### config.mk
export PLATFORM = sky130hd
export DESIGN_NAME = uart_rx_fifo_flat
export DESIGN_NICKNAME = d
export VERILOG_FILES = /design/src/rtl/uart_rx_fifo_if.sv /design/src/rtl/uart_rx_fifo.sv /design/src/flat_wrapper.sv
export SDC_FILE = /design/constraint.sdc
export NUM_CORES = 1
export LEC_CHECK = 0
export CORE_MARGIN = 4
export CORE_UTILIZATION = 40
export DETAILED_ROUTE_END_ITERATION = 6
export HOLD_SLACK_MARGIN = 0.08
export PLACE_DENSITY = 0.53
export SLEW_MARGIN = 25
export SYNTH_ARGS = -nofsm -noshare
export SYNTH_HDL_FRONTEND = slang
export SYNTH_SLANG_ARGS = --single-unit
### constraint.sdc
create_clock -name clk -period 3.9 [get_ports clk]
set_clock_uncertainty 0.15 [all_clocks]
set_input_delay 0.975 -clock clk [delete_from_list [all_inputs] [get_ports clk]]
set_output_delay 0.975 -clock clk [all_outputs]
set_load 0.01 [all_outputs]
### src/rtl/uart_rx_fifo_if.sv
// Handshake bundle between the UART receiver/host and the receive FIFO.
// The master side drives received bytes and read requests; the slave side is the FIFO.
interface uart_rx_fifo_if #(
  parameter int AW = 4
);
  logic          rx_done;
  logic [7:0]    rx_data_in;
  logic          rx_error;
  logic          rd_en;
  logic          clear_overflow;
  logic [7:0]    data_out;
  logic          data_err;
  logic          data_valid;
  logic          empty;
  logic          full;
  logic [AW:0]   count;
  logic          overflow;

  modport master (
    output rx_done, rx_data_in, rx_error, rd_en, clear_overflow,
    input  data_out, data_err, data_valid, empty, full, count, overflow
  );

  modport slave (
    input  rx_done, rx_data_in, rx_error, rd_en, clear_overflow,
    output data_out, data_err, data_valid, empty, full, count, overflow
  );
endinterface

### src/rtl/uart_rx_fifo.sv
// Receive-side circular FIFO: one write per RxDone rising edge, registered 1-cycle read.
// Optional macro UART_RXFIFO_DROP_ERR_EN discards errored bytes and ties DataErr to 0.
module uart_rx_fifo #(
  parameter int DEPTH      = 16,
  parameter int ADDR_WIDTH = 4
) (
  input  logic          clk,
  input  logic          rst,
  uart_rx_fifo_if.slave bus
);
  localparam int CW = ADDR_WIDTH + 1;
`ifdef UART_RXFIFO_DROP_ERR_EN
  localparam int MEM_W = 8;
`else
  localparam int MEM_W = 9;
`endif

  logic [MEM_W-1:0]      mem [DEPTH];
  logic [MEM_W-1:0]      wr_word_s;
  logic [MEM_W-1:0]      rd_word_s;

  logic                  rx_done_q, rx_done_d;
  logic [ADDR_WIDTH-1:0] wr_ptr_q, wr_ptr_d;
  logic [ADDR_WIDTH-1:0] rd_ptr_q, rd_ptr_d;
  logic [CW-1:0]         count_q, count_d;
  logic [7:0]            data_q, data_d;
  logic                  err_q, err_d;
  logic                  valid_q, valid_d;
  logic                  empty_q, empty_d;
  logic                  full_q, full_d;
  logic                  ovf_q, ovf_d;

  logic                  wr_ev_s, wr_ok_s, wr_acc_s, rd_ev_s;

  // Next-state logic for pointers, occupancy, read data and overflow.
  always_comb begin
    rx_done_d = bus.rx_done;
    wr_ptr_d  = wr_ptr_q;
    rd_ptr_d  = rd_ptr_q;
    data_d    = data_q;
    err_d     = err_q;
    valid_d   = 1'b0;
    ovf_d     = ovf_q;
    rd_word_s = mem[rd_ptr_q];

    wr_ev_s = bus.rx_done && !rx_done_q;
`ifdef UART_RXFIFO_DROP_ERR_EN
    wr_ok_s   = wr_ev_s && !bus.rx_error;
    wr_word_s = bus.rx_data_in;
`else
    wr_ok_s   = wr_ev_s;
    wr_word_s = {bus.rx_error, bus.rx_data_in};
`endif
    rd_ev_s  = bus.rd_en && (count_q != {CW{1'b0}});
    // A simultaneous read frees a slot, so a full FIFO still accepts the write.
    wr_acc_s = wr_ok_s && ((count_q != CW'(DEPTH)) || rd_ev_s);

    if (wr_acc_s) begin
      wr_ptr_d = wr_ptr_q + {{(ADDR_WIDTH-1){1'b0}}, 1'b1};
    end else begin
      wr_ptr_d = wr_ptr_q;
    end

    if (rd_ev_s) begin
      rd_ptr_d = rd_ptr_q + {{(ADDR_WIDTH-1){1'b0}}, 1'b1};
      data_d   = rd_word_s[7:0];
`ifdef UART_RXFIFO_DROP_ERR_EN
      err_d    = 1'b0;
`else
      err_d    = rd_word_s[8];
`endif
      valid_d  = 1'b1;
    end else begin
      valid_d  = 1'b0;
    end

    count_d = count_q + {{(CW-1){1'b0}}, wr_acc_s} - {{(CW-1){1'b0}}, rd_ev_s};
    empty_d = (count_d == {CW{1'b0}});
    full_d  = (count_d == CW'(DEPTH));

    if (wr_ok_s && !wr_acc_s) begin
      ovf_d = 1'b1;
    end else if (bus.clear_overflow) begin
      ovf_d = 1'b0;
    end else begin
      ovf_d = ovf_q;
    end
  end

  // State and output registers with synchronous reset.
  always_ff @(posedge clk) begin
    if (rst) begin
      rx_done_q <= 1'b0;
      wr_ptr_q  <= {ADDR_WIDTH{1'b0}};
      rd_ptr_q  <= {ADDR_WIDTH{1'b0}};
      count_q   <= {CW{1'b0}};
      data_q    <= 8'h00;
      err_q     <= 1'b0;
      valid_q   <= 1'b0;
      empty_q   <= 1'b1;
      full_q    <= 1'b0;
      ovf_q     <= 1'b0;
    end else begin
      rx_done_q <= rx_done_d;
      wr_ptr_q  <= wr_ptr_d;
      rd_ptr_q  <= rd_ptr_d;
      count_q   <= count_d;
      data_q    <= data_d;
      err_q     <= err_d;
      valid_q   <= valid_d;
      empty_q   <= empty_d;
      full_q    <= full_d;
      ovf_q     <= ovf_d;
    end
  end

  // Storage array; contents survive reset, only the pointers are cleared.
  always_ff @(posedge clk) begin
    if (wr_acc_s && !rst) begin
      mem[wr_ptr_q] <= wr_word_s;
    end
  end

  assign bus.data_out   = data_q;
  assign bus.data_err   = err_q;
  assign bus.data_valid = valid_q;
  assign bus.empty      = empty_q;
  assign bus.full       = full_q;
  assign bus.count      = count_q;
  assign bus.overflow   = ovf_q;
endmodule

### src/flat_wrapper.sv
// flat-port wrapper written by rule: the top's interface ports become plain ports
module uart_rx_fifo_flat 
#(
  parameter int DEPTH      = 16,
  parameter int ADDR_WIDTH = 4
)
  (clk, rst, bus_rx_done, bus_rx_data_in, bus_rx_error, bus_rd_en, bus_clear_overflow, bus_data_out, bus_data_err, bus_data_valid, bus_empty, bus_full, bus_count, bus_overflow);
  uart_rx_fifo_if #(.AW(4)) bus_i ();
  input  logic clk;
  input  logic rst;
  input wire logic [$bits(bus_i.rx_done)-1:0] bus_rx_done;
  input wire logic [$bits(bus_i.rx_data_in)-1:0] bus_rx_data_in;
  input wire logic [$bits(bus_i.rx_error)-1:0] bus_rx_error;
  input wire logic [$bits(bus_i.rd_en)-1:0] bus_rd_en;
  input wire logic [$bits(bus_i.clear_overflow)-1:0] bus_clear_overflow;
  output wire logic [$bits(bus_i.data_out)-1:0] bus_data_out;
  output wire logic [$bits(bus_i.data_err)-1:0] bus_data_err;
  output wire logic [$bits(bus_i.data_valid)-1:0] bus_data_valid;
  output wire logic [$bits(bus_i.empty)-1:0] bus_empty;
  output wire logic [$bits(bus_i.full)-1:0] bus_full;
  output wire logic [$bits(bus_i.count)-1:0] bus_count;
  output wire logic [$bits(bus_i.overflow)-1:0] bus_overflow;
  assign bus_i.rx_done = bus_rx_done;
  assign bus_i.rx_data_in = bus_rx_data_in;
  assign bus_i.rx_error = bus_rx_error;
  assign bus_i.rd_en = bus_rd_en;
  assign bus_i.clear_overflow = bus_clear_overflow;
  assign bus_data_out = bus_i.data_out;
  assign bus_data_err = bus_i.data_err;
  assign bus_data_valid = bus_i.data_valid;
  assign bus_empty = bus_i.empty;
  assign bus_full = bus_i.full;
  assign bus_count = bus_i.count;
  assign bus_overflow = bus_i.overflow;
  uart_rx_fifo #(.DEPTH(DEPTH), .ADDR_WIDTH(ADDR_WIDTH)) u_core (.clk(clk), .rst(rst), .bus(bus_i));
endmodule
; After elaboration in Yosys (flattened, before gate mapping)
; Memory sizes are Yosys's and may differ from the RTL's. A register that Yosys moved wholly into a read port is not among the register bits.
; Index checks and enable logic that the tools add are counted.
[op_classes]
add_sub_neg = 4
n_reduce_logical = 12
n_eq_ne = 2
n_shift = 0
mux = 5
div_mod_pow = 0
mul = 0
n_lt_le_gt_ge = 0
n_bitwise = 0
[op_table]
columns = operator, count
row1 = $add A4 B1 Y4 const B, 2
row2 = $add A5 B1 Y5, 1
row3 = $eq A5 B5 Y1 const B, 1
row4 = $logic_and A1 B1 Y1, 5
row5 = $logic_not A5 Y1, 1
row6 = $mux W1, 5
row7 = $ne A5 B5 Y1 const B, 1
row8 = $reduce_bool A5 Y1, 1
row9 = $sub A5 B1 Y5, 1
row10 = $logic_not A1 Y1, 3
row11 = $reduce_bool A2 Y1, 1
row12 = $logic_or A1 B1 Y1, 1
[totals]
mem_bits_ro = 0
ram_bits = 144
latchBits = 0
wordCells = 32
regBits = 18
n_memories = 1
in_bits = 14
output_inout_bits = 18
[mem_list]
columns = name, depth, word_bits, rd, rd_ports_with_merged_regs, wr, line
row1 = u_core.mem, 16, 9, 1, 1, 1, uart_rx_fifo.sv:18  ; logic [MEM_W-1:0] mem [DEPTH];

; Logic depth before layout (Yosys ltp)
; Gate-level depths: netlist (run 1).
[depth]
depth_word = 7
ltp_mapped = 14
depth_no_buf = 14

; Worst setup path before layout (run 1)
; Ideal clock, no wire load.
[synth_path]
kind = input port to flip-flop
start = in bus_rx_done
end = reg u_core.full_q, in the netlist u_core.bus.full
slack_ns = 0.680
setup_time_ns = 0.112
t_arrival_ns = 2.958
n_path_buf = 1
cell_stages = 9
cell_sequence = nand2b_1 > a21oi_2 > clkbuf_1 > ha_1 > inv_1 > fa_1 > xnor2_1 > or3b_1 > a2111oi_1
[synth_via]
elab_chain_len = 5
[synth_lines]
columns = item, line
row1 = from (decl), flat_wrapper.sv:11  ; input wire logic [$bits(bus_i.rx_done)-1:0] bus_rx_done;
row2 = $logic_and A1 B1 Y1, uart_rx_fifo.sv:46  ; wr_ev_s = bus.rx_done && !rx_done_q;
row3 = $logic_and A1 B1 Y1, uart_rx_fifo.sv:56  ; wr_acc_s = wr_ok_s && ((count_q != CW'(DEPTH)) || rd_ev_s);
row4 = $add A5 B1 Y5, uart_rx_fifo.sv:77  ; count_d = count_q + {{(CW-1){1'b0}}, wr_acc_s} - {{(CW-1){1'b0}}, rd_ev_s};
row5 = $sub A5 B1 Y5, uart_rx_fifo.sv:77
row6 = $eq A5 B5 Y1, uart_rx_fifo.sv:79  ; full_d = (count_d == CW'(DEPTH));
row7 = to (signal assigned), uart_rx_fifo.sv:112  ; full_q <= full_d;
row8 = to (decl), uart_rx_fifo.sv:30  ; logic full_q, full_d;
; No other way between the ends.
; A chain may end at the register's enable or synchronous reset.

; Worst setup path after layout (run 1)
[layout_path]
start = reg u_core.count_q[2], in the netlist u_core.bus.count[2]
end = reg u_core.full_q, in the netlist u_core.bus.full
[layout_via]
elab_chain_len = 7
word_cells_on_any_way = 8
cone_classes = 2 x add/sub / 2 x eq/ne / 4 x reduce/logical
[layout_lines]
columns = item, line
row1 = from (decl), uart_rx_fifo.sv:25  ; logic [CW-1:0] count_q, count_d;
row2 = from (signal assigned), uart_rx_fifo.sv:96  ; count_q <= {CW{1'b0}};
row3 = from (signal assigned), uart_rx_fifo.sv:107  ; count_q <= count_d;
row4 = $reduce_bool A5 Y1 (*), uart_rx_fifo.sv:54  ; rd_ev_s = bus.rd_en && (count_q != {CW{1'b0}});
row5 = $logic_and A1 B1 Y1 (*), uart_rx_fifo.sv:54
row6 = named net u_core.rd_ev_s, uart_rx_fifo.sv:33  ; logic wr_ev_s, wr_ok_s, wr_acc_s, rd_ev_s;
row7 = $logic_or A1 B1 Y1, uart_rx_fifo.sv:56
row8 = $logic_and A1 B1 Y1, uart_rx_fifo.sv:56
row9 = $add A5 B1 Y5, uart_rx_fifo.sv:77
row10 = $sub A5 B1 Y5 (*), uart_rx_fifo.sv:77
row11 = $eq A5 B5 Y1 (*), uart_rx_fifo.sv:79
; The timed path passes the listed nets; every way through them passes the cells marked *.

==> results of run 1 <==
[state kept, by name, indices dropped and copies added, names as in the netlist]
name                   cells
u_core.bus.data_err        1
u_core.bus.empty           1
u_core.mem               144
u_core.bus.full            1
u_core.rx_done_q           1
u_core.bus.count           5
u_core.wr_ptr_q            4
u_core.bus.data_valid      1
u_core.bus.data_out        8
u_core.bus.overflow        1
u_core.rd_ptr_q            4
[per-layer routing]
layer	up-vias	global-route usage (%)	routed length [um]
met3	13	4.17	547
met2	53	24.2	6720
met5	-	0	0
li1	1539	-	-
met1	1685	19.3	5950
met4	0	4.48	155
[power by group]
part | internal, mW | switching, mW | total, mW
Combinational | 0.499 | 0.451 | 0.949
Sequential | 2.06 | 0.0946 | 2.16
Clock | 0.869 | 0.665 | 1.53
Total | 3.43 | 1.21 | 4.64
[cells in the mapped netlist, drive strengths merged]
| library cell | instances |
|---|---|
| nand3 | 3 |
| dfxtp | 27 |
| o22ai | 1 |
| nand3b | 10 |
| xor2 | 4 |
| o221ai | 9 |
| or3b | 1 |
| nor2 | 9 |
| nor3b | 4 |
| a211oi | 1 |
| a211o | 1 |
| a41o | 1 |
| mux4 | 36 |
| nor2b | 7 |
| buf | 11 |
| o21ai | 2 |
| a2111oi | 1 |
| mux2i | 19 |
| xnor2 | 5 |
| nand2b | 2 |
| clkbuf | 5 |
| or4b | 1 |
| fa | 1 |
| a21oi | 6 |
| ha | 11 |
| and3b | 1 |
| nor3 | 1 |
| inv | 13 |
| edfxtp | 144 |
| and3 | 14 |
| a21o | 1 |
| nand2 | 4 |
| or3 | 3 |
[final timing paths]
check	cells past startpoint	slack, ns	end	start
max	13	0.60	u_core.bus.full$_SDFF_PP0_	u_core.bus.count[2]$_SDFF_PP0_
min	2	0.36	u_core.bus.data_out[7]$_SDFFE_PP0P_	u_core.bus.data_out[7]$_SDFFE_PP0P_
max reg2reg	13	0.60	u_core.bus.full$_SDFF_PP0_	u_core.bus.count[2]$_SDFF_PP0_
min reg2reg	2	0.36	u_core.bus.data_out[7]$_SDFFE_PP0P_	u_core.bus.data_out[7]$_SDFFE_PP0P_
[worst min-delay path, stage by stage, from the launching register on]
cell      delay (ns)
dfxtp_1         0.33
nand3b_1        0.08
o221ai_1        0.07
[kinds of logic (layout without fill, tap and decap cells)]
| kind of cell | Yosys count | after routing |
|---|---|---|
| flops | 171 | 171 |
| simple gates | 60 | 60 |
| mux | 55 | 55 |
| buf+inv | 29 | 83 |
| compound gates | 23 | 23 |
| fa+ha+maj | 12 | 12 |
| xor+xnor | 9 | 9 |
[layout make-up]
class	instances	area share, %
well taps	220	3.46
clock inverters	11	1.21
multi-input cells	159	23.3
clock buffers	19	5.45
inverters	13	0.614
flip-flops and latches	171	61.2
repair buffers	40	4.75
[stage by stage]
stage          cells  utilization, %  hold slack, ns
6_report         633            47.6           0.365
3_3_place_gp     603            44.4           0.340
4_1_cts          633            47.6           0.363
2_1_floorplan    359               -           0.328
3_5_place_dp     603            44.4           0.336
5_1_grt          633            47.6           0.391
==> results.json, run 1 <==
{
  "cts_setup_buffers": 0,
  "io_buffers": 31,
  "synthCells": 359,
  "dpl-instance-area_um2": 7420,
  "max-cap-violations": 0,
  "final_cell_mix": "144 x edfxtp_1, 31 x clkdlybuf4s50_1, 26 x dfxtp_1",
  "yosys.area.top_type": "edfxtp_1",
  "synth_top_family_by_area": "multiplexers",
  "required_ns": 4.06,
  "layout_commonest_cell": "edfxtp_1",
  "hold_path.class": "flip-flop to flip-flop",
  "antenna_found_initial": 0,
  "dieArea_um2": 19400,
  "place_ws_ns": 0.182,
  "area_growth_pct": 15.5,
  "drt_iter0_drc": 176,
  "cts-resized-gates": 0,
  "grt_pass1_wl_um": 20900,
  "synthSimpleGateAreaFrac_pct": 5.44,
  "tightest_slew_ns": 0.652,
  "synth_top_area_share_pct": 62.8,
  "num_io_pins": 32,
  "ys_ff_latch": 171,
  "worstPathCellList": "inv_1 > ha_1 > or4b_4 > nand2_2 > inv_2 > ha_1 > inv_1 > ha_1 > inv_1 > fa_1 > xnor2_1 > or3b_1 > a2111oi_1",
  "fmax_mhz": 303,
  "cp.arrival_ns": 3.46,
  "fin_tns_setup_ns": 0,
  "grt_pass1_vias": 3496,
  "synthesis.nets": 385,
  "ys_top_cells_by_area": "edfxtp_1 63%, dfxtp_1 7.9%, mux4_1 6.9%",
  "crit_path_max_fanout": 4,
  "slowest_delay_ns": 0.48,
  "cts_hold_buf": 0,
  "diodes": 0,
  "layout_min_cycle_time_ns": 3.30,
  "relSlewSlack_pct": 56.5,
  "cts_buffers": 17,
  "worstSetupPathType": "flip-flop to flip-flop",
  "drt_wl_total_um": 13400,
  "synth_area_um2": 6880,
  "clkLatencyLatePin_ns": 0.42,
  "wire_per_inst_um": 21.1,
  "fillers": 1435,
  "synth-compound-area-share_pct": 2.51,
  "drt.antenna.violating_nets": 0,
  "yosys_warnings": 0,
  "yosys.area_share.adder_pct": 2.29,
  "hold_viol_final": 0,
  "place.gp.congestion": 0.737,
  "cp-start-kind": "flip-flop",
  "fp.dieW_um": 139,
  "multi_input_area_um2": 1850,
  "ys_seq_area_share_pct": 70.7,
  "rsz0062_at_grt": "no",
  "regArea_um2": 4870,
  "avgSynthCellArea_um2": 19.2,
  "clkTransAtPathRegs_ns": 0.06,
  "grt_max_degree": 39,
  "fin_area_um2": 7950,
  "initial_core_util_pct": 41.2,
  "timing.final.ws_setup_ns": 0.595,
  "cp_top_family": "adder cells",
  "overflow": 0,
  "first_pass_iters": 4,
  "synthDistinctLibCells": 41,
  "dp_hpwl_um": 8340,
  "grt_usage_pct": 14.8,
  "num_vias": 3290,
  "slew_violations": 0,
  "cp-end-kind": "flip-flop",
  "outcome": "finished clean",
  "synth.area.mux_share_pct": 15.5,
  "nNetsFinal": 428,
  "period_share_pct": 84.7,
  "setup_viol": 0,
  "critPathBufInv": 4,
  "cts-root-buf": "clkbuf_16",
  "yosys.area_share.xor_xnor_pct": 1.15,
  "drt_drc_violations_left": 0,
  "core_um2": 16700,
  "rows": 47,
  "cts.sink_count": 171,
  "cts_tree": "done",
  "power_mw": 4.64,
  "clock_path_buffers": 2,
  "die_h_um": 139,
  "drive_above_1_share_pct": 14.0,
  "irDropWorstVdd_uv": 318,
  "powerDensity_nw_per_um2": 584,
  "htreeDepth": 4,
  "drt-vias-per-instance": 5.20,
  "cpMaxStageDelayCell": "or4b_4",
  "power_leakage_nw": 2.60
}
No activity file was read; power rests on OpenSTA's default activity.
==> inputs of run 2 (changes only) <==
- clock period: 3.9 -> 3.3 ns (I/O delays scaled with it)
==> results.json, run 2 (synthesized netlist as in run 1, its figures left out) <==
{
  "outcome": "finished clean",
  "cts-root-buf": "clkbuf_16",
  "p_int_mw": 4.27,
  "drt_wl_total_um": 13900,
  "busiest_layer": "met2",
  "overflow": 0,
  "timing.final.ws_setup_ns": 0.111,
  "power_frac_clock_pct": 35.3,
  "dpl-instance-area_um2": 7620,
  "largest_register": "u_core.mem",
  "cp_top_family": "simple AND/OR/NAND/NOR gates",
  "core_um2": 16700,
  "cts.sink_count": 171,
  "netSwitchingPower_mw": 1.60,
  "grtUsageMet3_pct": 4.79,
  "initial_core_util_pct": 41.2,
  "final_cells": 660,
  "drt-vias-per-instance": 5.23,
  "dieArea_um2": 19400,
  "final_cell_mix": "144 x edfxtp_1, 33 x buf_4, 31 x clkdlybuf4s50_1",
  "antenna_found_initial": 0,
  "first_pass_iters": 6,
  "cp.arrival_ns": 3.36,
  "fin_area_um2": 8250,
  "grt_max_degree": 40,
  "grt_util_met2_pct": 25.6,
  "clkLatencyLatePin_ns": 0.43,
  "cts_tree": "done",
  "power_leakage_nw": 2.78,
  "layout_commonest_cell": "edfxtp_1",
  "powerDensity_nw_per_um2": 711,
  "largest_reg_flops": 144,
  "seqPwrFrac_pct": 42.5,
  "critPathBufInv": 4,
  "power_mw": 5.86,
  "place_ws_ns": -0.251,
  "cts_buffers": 17,
  "fin_tns_setup_ns": 0,
  "relSlewSlack_pct": 59.1,
  "period_share_pct": 96.6,
  "dp_hpwl_um": 8860,
  "fp.dieW_um": 139,
  "hold_slack_ns": 0.364,
  "cts_hold_buf": 0,
  "slew_violations": 0,
  "tightest_slew_ns": 0.611,
  "cpMaxStageDelayCell": "or4b_4",
  "cp-end-kind": "flip-flop",
  "htreeDepth": 4,
  "drt_drc_violations_left": 0,
  "crit_path_max_fanout": 3,
  "drive_above_1_share_pct": 20.7,
  "worstSetupPathType": "flip-flop to flip-flop",
  "clock_path_buffers": 2,
  "met1_usage_pct": 18.6,
  "place.gp.congestion": 0.787,
  "clkTransAtPathRegs_ns": 0.07,
  "dp.cells": 628,
  "max-cap-violations": 0,
  "io_buffers": 31,
  "rows": 47,
  "fmax_mhz": 314,
  "num_vias": 3454,
  "area_growth_pct": 19.9,
  "nNetsFinal": 453,
  "irDropWorstVdd_uv": 360,
  "cp-start-kind": "flip-flop",
  "wire_per_inst_um": 21.0,
  "worstPathCellList": "inv_1 > ha_1 > or4b_4 > nand2_2 > inv_2 > ha_1 > inv_1 > ha_1 > inv_1 > fa_1 > nand2b_1 > a21oi_1 > or3_1 > a2111oi_2",
  "grt_pass1_vias": 3660,
  "slowest_delay_ns": 0.48,
  "hold_viol_final": 0,
  "fillers": 1400,
  "setup_viol": 0,
  "sw_frac_of_total_pct": 27.2,
  "hold_path.class": "flip-flop to flip-flop",
  "die_h_um": 139,
  "pwr-share-comb_pct": 22.2,
  "required_ns": 3.47,
  "drt_iter0_drc": 188,
  "rsz0062_at_grt": "no",
  "layout_min_cycle_time_ns": 3.19,
  "drt.antenna.violating_nets": 0,
  "grt_pass1_wl_um": 21300,
  "diodes": 0,
  "num_io_pins": 32,
  "grt_usage_pct": 15.1,
  "fin_util_pct": 49.4
}
==> run 2: cell types whose count changed in the layout (fill, tap and decap cells not counted), moves of 2 or more <==
cell,delta
clkinv_1,-3
inv_8,+4
clkbuf_1,-2
buf_4,+24
clkinv_8,+2
clkinv_4,+2
==> run 2: cell type report <==
class | instances | area (um2) | share of cell area, %
Inverter | 13 | 48.8 | 0.592
Tap cell | 220 | 275 | 3.34
Timing Repair Buffer | 65 | 578 | 7.01
Sequential cell | 171 | 4870 | 59.0
Clock buffer | 17 | 425 | 5.16
Multi-Input combinational cell | 159 | 1860 | 22.5
Clock inverter | 15 | 198 | 2.40
==> run 2: worst paths after layout <==
kind | startpoint | endpoint | cells after the start | slack (ns)
max | u_core.bus.count[2]$_SDFF_PP0_ | u_core.bus.full$_SDFF_PP0_ | 14 | 0.11
min | u_core.bus.data_out[7]$_SDFFE_PP0P_ | u_core.bus.data_out[7]$_SDFFE_PP0P_ | 2 | 0.36
max reg2reg | u_core.bus.count[2]$_SDFF_PP0_ | u_core.bus.full$_SDFF_PP0_ | 14 | 0.11
min reg2reg | u_core.bus.data_out[7]$_SDFFE_PP0P_ | u_core.bus.data_out[7]$_SDFFE_PP0P_ | 2 | 0.36
==> run 2: layer usage <==
| layer | vias to the layer above | routed length, um |
|---|---|---|
| li1 | 1590 | - |
| met1 | 1790 | 6020 |
| met2 | 59 | 7140 |
| met3 | 15 | 535 |
| met4 | 0 | 171 |
| met5 | - | 0 |
==> run 2: worst reg2reg max path: stages (launching register included) <==
cell       delay, ns
dfxtp_1         0.33
inv_1           0.07
ha_1            0.16
or4b_4          0.48
nand2_2         0.10
inv_2           0.04
ha_1            0.26
inv_1           0.04
ha_1            0.20
inv_1           0.07
fa_1            0.18
nand2b_1        0.11
a21oi_1         0.08
or3_1           0.41
a2111oi_2       0.41
==> run 2: repair_timing <==
item | in CTS | in global routing
endpoints found under the setup margin | 1 | 2
pin swaps | 0 | 1
buffers inserted | 0 | 0
hold endpoints to repair | 0 | 0
gates resized for setup | 1 | 1
==> run 2: power groups by stage <==
stage	logic, mW	registers (mW)	clock network (mW)
2_1_floorplan	0.828	2.56	0
3_3_place_gp	1.28	2.54	0
3_5_place_dp	1.30	2.54	0
4_1_cts	1.32	2.49	2.11
5_1_grt	1.42	2.50	2.21
6_report	1.30	2.49	2.07
